$ cat config.mk
export PLATFORM = sky130hd
export DESIGN_NAME = mix_char_conv
export DESIGN_NICKNAME = d
export VERILOG_FILES = /design/src/rtl/mix_char_conv.sv
export SDC_FILE = /design/constraint.sdc
export NUM_CORES = 1
export LEC_CHECK = 0
export ABC_AREA = 1
export CAP_MARGIN = 30
export CELL_PAD_IN_SITES_DETAIL_PLACEMENT = 1
export CELL_PAD_IN_SITES_GLOBAL_PLACEMENT = 1
export CORE_MARGIN = 5
export CORE_UTILIZATION = 43
export CTS_CLUSTER_DIAMETER = 50
export DETAILED_ROUTE_END_ITERATION = 7
export GPL_ROUTABILITY_DRIVEN = 0
export MAX_ROUTING_LAYER = met4
export PLACE_DENSITY = 0.82
export SETUP_SLACK_MARGIN = 0.2
export SYNTH_ARGS = -nofsm -noshare
export SYNTH_HDL_FRONTEND = slang
export SYNTH_SLANG_ARGS = --single-unit
$ cat constraint.sdc
create_clock -name clk -period 2.48 [get_ports clk]
set_input_delay 0.496 -clock clk [delete_from_list [all_inputs] [get_ports clk]]
set_output_delay 0.496 -clock clk [all_outputs]
set_load 0.01 [all_outputs]
$ cat src/rtl/mix_char_conv.sv
// MIX CHAR unit: 30-bit binary magnitude -> ten MIX digit codes (30+digit) by serial double-dabble.
// Optional `busy` output when CHAR_BUSY_EN is defined.
module mix_char_conv (
  input  logic        clk,
  input  logic        reset,
  input  logic        start,
  input  logic [29:0] in,
  output logic        stop,
  output logic [59:0] out
`ifdef CHAR_BUSY_EN
  ,
  output logic        busy
`endif
);

  localparam int NDIG = 10;

  typedef enum logic [1:0] {IDLE, CONV, DONE} state_t;

  state_t      r_state;
  logic [29:0] r_bin;
  logic [39:0] r_bcd;
  logic [4:0]  r_cnt;
  logic [39:0] w_adj;
  logic [59:0] w_chars;

  // Per-digit add-3 correction and character encoding
  for (genvar k = 0; k < NDIG; k++) begin : g_dig
    logic [3:0] w_nib;
    assign w_nib               = r_bcd[4*k+3:4*k];
    assign w_adj[4*k+3:4*k]    = (w_nib >= 4'd5) ? w_nib + 4'd3 : w_nib;
    assign w_chars[6*k+5:6*k]  = 6'd30 + {2'b00, w_nib};
  end

  always_ff @(posedge clk) begin
    if (reset) begin
      r_state <= IDLE;
      r_bin   <= '0;
      r_bcd   <= '0;
      r_cnt   <= '0;
      stop    <= 1'b0;
      out     <= '0;
    end else begin
      stop <= 1'b0;
      case (r_state)
        IDLE: begin
          if (start) begin
            r_bin   <= in;
            r_bcd   <= '0;
            r_cnt   <= '0;
            r_state <= CONV;
          end
        end
        CONV: begin
          r_bcd <= {w_adj[38:0], r_bin[29]};
          r_bin <= {r_bin[28:0], 1'b0};
          r_cnt <= r_cnt + 5'd1;
          if (r_cnt == 5'd29) r_state <= DONE;
        end
        DONE: begin
          out     <= w_chars;
          stop    <= 1'b1;
          r_state <= IDLE;
        end
        default: r_state <= IDLE;
      endcase
    end
  end

`ifdef CHAR_BUSY_EN
  logic r_busy;
  // Busy stays up through DONE and drops on the following idle edge unless a new start arrives.
  always_ff @(posedge clk) begin
    if (reset)                r_busy <= 1'b0;
    else if (r_state == IDLE) r_busy <= start;
    else                      r_busy <= 1'b1;
  end
  assign busy = r_busy;
`endif

endmodule

# ---- After elaboration in Yosys (flattened, before gate mapping)
# Cells that the tools add are included.
dict set report word_totals {
  ff_bits 138
  rom_bits 0
  inputBits 33
  word_cells 66
  ramBits 0
  latchBits 0
  mem_count 0
}
dict set report classes {
  div 0
  mul 0
  eq_ne 5
  n_lt_le_gt_ge 10
  bitwise_logic 0
  reduce_logical 4
  shifts 0
  add_sub_neg 21
  mux 20
}
# operator count
set op_table {}
lappend op_table {{40-bit one-hot mux with 2 select lines} 1}
lappend op_table {{5-bit by 4-bit adder with 6-bit output, first input constant} 10}
lappend op_table {{30-bit one-hot mux with 2 select lines} 1}
lappend op_table {{4-bit by 3-bit >= comparator with 1-bit output, second input constant} 10}
lappend op_table {{40-bit 2-to-1 mux} 1}
lappend op_table {{4-bit by 2-bit adder with 4-bit output, second input constant} 9}
lappend op_table {{4-bit 2-to-1 mux} 9}
lappend op_table {{30-bit 2-to-1 mux} 1}
lappend op_table {{5-bit one-hot mux with 2 select lines} 1}
lappend op_table {{5-bit by 1-bit adder with 5-bit output, second input constant} 1}
lappend op_table {{5-bit equality test, second input constant} 1}
lappend op_table {{5-bit 2-to-1 mux} 1}
lappend op_table {{2-bit 2-to-1 mux} 2}
lappend op_table {{2-bit inequality test, second input constant} 2}
lappend op_table {{2-bit one-hot mux with 2 select lines} 1}
lappend op_table {{2-bit AND reduction} 2}
lappend op_table {{3-bit by 2-bit adder with 3-bit output, second input constant} 1}
lappend op_table {{3-bit 2-to-1 mux} 1}
lappend op_table {{2-bit by 1-bit equality test with 1-bit output, second input constant} 1}
lappend op_table {{2-bit equality test, second input constant} 1}
lappend op_table {{2-bit zero test} 1}
lappend op_table {{2-bit nonzero test} 1}
lappend op_table {{1-bit 2-to-1 mux} 1}

# ---- Longest topological paths before layout
# Gate-level depths: netlist (run 1).
dict set report logic_depth {
  word_depth 3
  mapped_depth 9
  mapped_depth_nobuf 9
}

# ---- Worst setup path before layout (run 1)
# No wires, ideal clock.
dict set report synth_timing {
  path_type {input -> register}
  startpoint {input reset}
  endpoint {register out[30]}
  setup_ns 0.070
  setup_slack_ns 1.162
  required_time_ns 2.410
  t_arrival_ns 1.248
  cell_stages 6
  path_cell_list {buf_2 inv_2 buf_4 clkbuf_1 o21ai_0 a21oi_1}
}
# item line
set synth_rtl {}
lappend synth_rtl {{start: declaration} 5} ;# input logic reset,
lappend synth_rtl {{end signal: assignment} 61} ;# out <= w_chars;
lappend synth_rtl {{end: declaration} 9} ;# output logic [59:0] out

# ---- Final worst setup path (run 1)
dict set report layout_timing {
  startpoint {register out[7]}
  endpoint {output out[7]}
}
# No word-level cell between the ends.

==> results of run 1 <==
==> registers in the layout, indices dropped and copies added, names as in the netlist <==
signal and count:
r_bcd 40, out 60, r_cnt 5, r_bin 30, stop 1, r_state 2
==> logic make-up after synthesis <==
family | Yosys count | synth area share
DFF | 138 | 0.412
and+or+nand+nor | 358 | 0.228
buffers and inverters | 122 | 0.0826
xor gates and xnor gates | 1 | 0.00131
AOI/OAI and AO/OA | 203 | 0.164
adders and majority gates | 60 | 0.112
==> synthesized netlist by cell type (2+ instances only) <==
library cell	count
buf_2	11
buf_6	5
dfxtp_1	138
inv_1	73
a21oi_1	99
clkbuf_2	3
o21ai_0	64
o21a_1	26
clkbuf_1	14
o21ai_1	9
nand4_1	40
nand3_1	61
nand2_1	166
ha_1	60
a211oi_1	2
nor2_1	89
inv_2	4
buf_4	11
==> area by class of cell <==
cell class / instances / area, um^2
Clock buffer: 17 / 425
Timing Repair Buffer: 105 / 1020
Tap cell: 211 / 264
Clock inverter: 15 / 272
Multi-Input combinational cell: 622 / 3400
Sequential cell: 138 / 2760
Inverter: 77 / 289
Fill cell: 1885 / 6830
==> power by group <==
part	total [mW]	internal [mW]	switching, mW	leakage (nW)
Sequential	2.30	2.27	0.0301	1.12
Clock	3.00	1.99	1.01	0.326
Combinational	0.287	0.117	0.170	2.07
Total	5.59	4.38	1.21	3.52
==> routing by layer <==
layer	wire [um]	vias up	share of wire	track usage
met1	8420	2966	0.46	0.259
met4	295	0	0.016	0.0667
met5	0	-	0	-
met3	685	24	0.038	0.0432
met2	8740	88	0.48	0.354
li1	-	3093	-	-
==> final timing paths <==
kind	endpoint	depth (start not counted)
worst max-delay path	out[7]	1
worst min-delay path	r_bin[2]$_SDFFE_PP0P_	1
worst max register to register	out[37]$_SDFFE_PP0P_	4
worst min register to register	r_bin[2]$_SDFFE_PP0P_	1
==> through the flow <==
stage,hold slack [ns],util,cells,power (mW)
6_report,0.457,0.552,1185,5.59
5_1_grt,0.478,0.552,1185,5.78
4_1_cts,0.461,0.552,1185,5.64
3_5_place_dp,0.448,0.507,1153,2.63
3_3_place_gp,0.441,0.507,1153,2.63
2_1_floorplan,0.425,-,882,2.54
==> key figures, run 1 <==
GRT
  – Grt ovf: 0
  – First-pass GRT wire length: 31000 um
  – Initial antenna violation count: 0
  – Largest net degree at the start of global routing: 101
  – Vias in the first global route: 6392
  – Tot GR Track Use: 0.213

Synth
  – Net Count, Synth: 975
  – FF+latch count, synth: 138
  – Mapped Cells: 882
  – Ys async rst share: 0
  – Top_reg_cell synth: dfxtp_1
  – Proportion of netlist area held by the largest area contributor: 0.412
  – Area contributors post-synth: dfxtp_1, ha_1, nand2_1, a21oi_1, nor2_1
  – Synth area leader: dfxtp_1
  – Netlist Area Pre-Place: between 6000 and 7000 um^2
  – Ys Warns: 0
  – Synth unique cells: 25
  – EDFF count, synth: 0
  – Post-Syn Area per Cell: roughly 7.6 um^2
  – Register area share after synthesis: 0.412

STA
  – Crit share post-route: 0.748
  – Fin. max-slew vios: 0
  – Worst Skew: between 0.007 and 0.008 ns
  – Max transition margin: 0.399
  – # setup viols final: 0
  – Final worst slack: 0.626 ns
  – Hold Violations, Final: 0
  – Unrepaired setup endpoints after global routing: false
  – Fin crit period: 1.85 ns
  – Fmax: 539 MHz
  – Sum of negative setup slack: 0 ns
  – Measured slew at the worst slew-check pin: roughly 0.9 ns

Status
  – Status: completed

Critical path
  – Setup crit end kind: output pin
  – Worst Setup Start Kind: flop
  – Critical path's top delay family: buffers and inverters
  – Worst reg2reg setup slack: 0.75 ns
  – Critical Path, Cell by Cell: clkdlybuf4s50_1
  – Max incr delay on CP: 0.56 ns
  – CP max stage cell: clkdlybuf4s50_1
  – Critical path buffers and inverters: 1
  – Critical path class: flop to output pin
  – Largest fanout on the critical path: 2
  – Worst EP required: 1.98 ns
  – Worst r2r src: r_state[0]$_SDFFE_PP0P_
  – Worst setup startpoint: out[7]$_SDFFE_PP0P_
  – Worst Path Arrival: 1.36 ns

Clock tree
  – CTS tree: yes
  – TritonCTS buffer count: 17
  – Post-CTS Hold Buffers: 0
  – Root Driver: clkbuf_16
  – Setup bufs post-CTS: 0
  – H-tree depth: 4
  – Worst-path clk slew: 0.06 ns
  – Clk Latency, worst-skew pair: 0.43 ns
  – Sinks on the clock net: 138
  – Maximum clock insertion buffer count: 2
  – PostCTS Resize Cnt: 0

Die
  – Die Y-Extent: 135 um
  – Die X: ~130 um
  – I/O pin total: 94
  – Starting Density: 0.440
  – Total die area: 18200 um^2
  – Std cell rows: 45
  – Core area: 15300 um^2

Pwr
  – Leakage: approximately 3.5 nW
  – PwrDens: 663 nW/um^2
  – VDD IR max: 0.496 mV

Placement
  – Port Buffers: 93
  – Post-DP HPWL: 11600 um
  – DP Area: 7730 um^2
  – Pre-CTS setup slack: 0.638 ns

Hold path
  – Hold Startpoint: r_bin[2]$_SDFFE_PP0P_
  – Hold WC Path Type: flop to flop

Final layout
  – Nets: 1054
  – Fin area: between 8000 and 9000 um^2
  – Layout cells sized above 1: 0.0544
  – Most common cell after layout, fill and taps aside: nand2_1
  – Ant. Diodes: 0
  – Synth-to-Final Area Change: 25.6%
  – Most frequent cells in the layout: nand2_1, dfxtp_1, a21oi_1

Route
  – DR iter-0 viols: roughly 270
  – Vias/cell: 5.21
  – # DRC: 0
  – Final ANT Viol Nets: 0
  – DRT Pass-1 Iters: 6
  – Vias post-DR: approximately 6000
  – Post-DR wirelength/cell: 15.3 um
  – Detailed Route WL: 18100 um

Job
  – Max-cap viol count: 0
(Power assumes the default switching activity.)
==> run 2, diff against run 1 <==
--- a/config.mk
+++ b/config.mk
@@ -10,12 +10,12 @@
 export CELL_PAD_IN_SITES_DETAIL_PLACEMENT = 1
 export CELL_PAD_IN_SITES_GLOBAL_PLACEMENT = 1
 export CORE_MARGIN = 5
-export CORE_UTILIZATION = 43
+export CORE_UTILIZATION = 36
 export CTS_CLUSTER_DIAMETER = 50
 export DETAILED_ROUTE_END_ITERATION = 7
 export GPL_ROUTABILITY_DRIVEN = 0
 export MAX_ROUTING_LAYER = met4
-export PLACE_DENSITY = 0.82
+export PLACE_DENSITY = 0.73
 export SETUP_SLACK_MARGIN = 0.2
 export SYNTH_ARGS = -nofsm -noshare
 export SYNTH_HDL_FRONTEND = slang
==> constraint.sdc (replaced) <==
create_clock -name clk -period 1.6 [get_ports clk]
set_input_delay 0.32 -clock clk [delete_from_list [all_inputs] [get_ports clk]]
set_output_delay 0.32 -clock clk [all_outputs]
set_load 0.01 [all_outputs]
==> key figures, run 2 (same netlist as run 1, synthesis figures left out) <==
Die
  – Die X: 146 um
  – Core area: 18500 um^2
  – Total die area: between 20000 and 25000 um^2
  – Starting Density: 0.362
  – Die Y-Extent: 146 um
  – Std cell rows: 50
  – I/O pin total: 94

Placement
  – Placed cells: 1180
  – DP Area: 7880 um^2
  – Post-DP HPWL: around 12000 um
  – Pre-CTS setup slack: -0.0362 ns
  – Port Buffers: 93

Final layout
  – Layout cells sized above 1: 0.0787
  – Most frequent cells in the layout: nand2_1, dfxtp_1, a21oi_1
  – Fin area: 8410 um^2
  – Final core occ: 0.454
  – Most common cell after layout, fill and taps aside: nand2_1
  – Synth-to-Final Area Change: 25.4%
  – Final instance count without filler cells: 1212
  – Largest registers: out x60, r_bcd x40, r_bin x30
  – Nets: 1058
  – Fillcell total: 2293
  – Max reg flops: 60
  – Most flop-heavy register: out
  – Ant. Diodes: 0

Critical path
  – Worst Setup Start Kind: flop
  – Critical path class: flop to output pin
  – Critical path buffers and inverters: 1
  – Worst Path Arrival: 1.04 ns
  – Worst r2r src: r_bcd[8]$_SDFFE_PP0P_
  – Critical path's top delay family: flip-flops
  – Setup crit end kind: output pin
  – CP max stage cell: dfxtp_1
  – Worst setup startpoint: out[24]$_SDFFE_PP0P_
  – Largest fanout on the critical path: 2
  – Max incr delay on CP: 0.34 ns
  – Worst EP required: 1.28 ns
  – Critical Path, Cell by Cell: dlygate4sd2_1

Status
  – Status: completed

GRT
  – Tot GR Track Use: 0.177
  – Grt ovf: 0
  – Initial antenna violation count: 0
  – First-pass GRT wire length: 30800 um
  – Largest net degree at the start of global routing: 64
  – Vias in the first global route: 6301

STA
  – Fmax: 734 MHz
  – Sum of negative setup slack: 0 ns
  – Fin crit period: roughly 1.4 ns
  – Unrepaired setup endpoints after global routing: true
  – Max transition margin: 0.785
  – Crit share post-route: 0.851
  – Hold Violations, Final: 0
  – Final worst slack: 0.238 ns
  – Measured slew at the worst slew-check pin: about 0.32 ns
  – Worst Skew: ~0.011 ns
  – # setup viols final: 0
  – Fin. max-slew vios: 0

Route
  – DR iter-0 viols: 244
  – Vias/cell: 5.02
  – # DRC: 0
  – DRT Pass-1 Iters: 4
  – Final ANT Viol Nets: 0
  – Vias post-DR: 6089
  – Detailed Route WL: 18100 um
  – Post-DR wirelength/cell: 14.9 um

Clock tree
  – CTS tree: yes
  – Worst-path clk slew: 0.06 ns
  – Clk Latency, worst-skew pair: 0.43 ns
  – TritonCTS buffer count: 17
  – Sinks on the clock net: 138
  – Root Driver: clkbuf_16
  – H-tree depth: 4
  – Maximum clock insertion buffer count: 2

Hold path
  – Hold WC Path Type: primary input to flop
  – Hold Startpoint: reset

Job
  – Max-cap viol count: 0

Pwr
  – PwrDens: 953 nW/um^2
  – VDD IR max: around 0.67 mV
  – Leakage: 3.76 nW
run 2: metrics by stage:
step | total power, mW | hold WS [ns]
6_report | 8.01 | 0.385
5_1_grt | 8.34 | 0.402
3_3_place_gp | 4.11 | 0.442
4_1_cts | 8.10 | 0.391
2_1_floorplan | 3.93 | 0.425
3_5_place_dp | 4.12 | 0.445
run 2: area by class of cell:
class,count,area (um^2),share of cell area
clock buffers,23,468,0.0556
clock inverters,9,120,0.0143
inverters,77,289,0.0344
multi-input cells,622,3400,0.404
flip-flops and latches,138,2770,0.330
well taps,234,293,0.0348
repair buffers,109,1060,0.127
run 2: path summary, 6_finish.rpt:
kind | to | slack (ns) | cells past startpoint
setup / recovery | out[24] | 0.24 | 1
hold / removal | out[28]$_SDFFE_PP0P_ | 0.39 | 3
setup reg to reg | r_bcd[9]$_SDFFE_PP0P_ | 0.29 | 7
hold reg to reg | r_bin[1]$_SDFFE_PP0P_ | 0.45 | 2
run 2: what timing repair did:
item                       4_1_cts  5_1_grt
cloned                           0        0
setup buffers                    0        0
setup endpoints to repair       63       48
pin swaps                        0        0
hold endpoints to repair         0        0
gates resized for setup         66       45
hold buffers                     0        0
run 2: report_power, final:
part           internal (mW)  leakage, nW  switching (mW)
Combinational          0.212         2.34           0.264
Sequential              3.52         1.12          0.0424
Clock                   2.52        0.294            1.46
Total                   6.25         3.76            1.76
run 2: layer usage:
metal | vias up | global-route usage | wire length (um)
met1 | 2873 | 0.228 | 9020
met4 | 0 | 0.0588 | 259
met5 | - | - | 0
met3 | 14 | 0.0403 | 572
li1 | 3114 | - | -
met2 | 88 | 0.275 | 8210
==> run 3, diff against run 2 <==
--- a/config.mk
+++ b/config.mk
@@ -13,7 +13,6 @@
 export CORE_UTILIZATION = 36
 export CTS_CLUSTER_DIAMETER = 50
 export DETAILED_ROUTE_END_ITERATION = 7
-export GPL_ROUTABILITY_DRIVEN = 0
 export MAX_ROUTING_LAYER = met4
 export PLACE_DENSITY = 0.73
 export SETUP_SLACK_MARGIN = 0.2
==> results of run 3 <==
Final layout, timing and power as in run 2 (identical DEF).
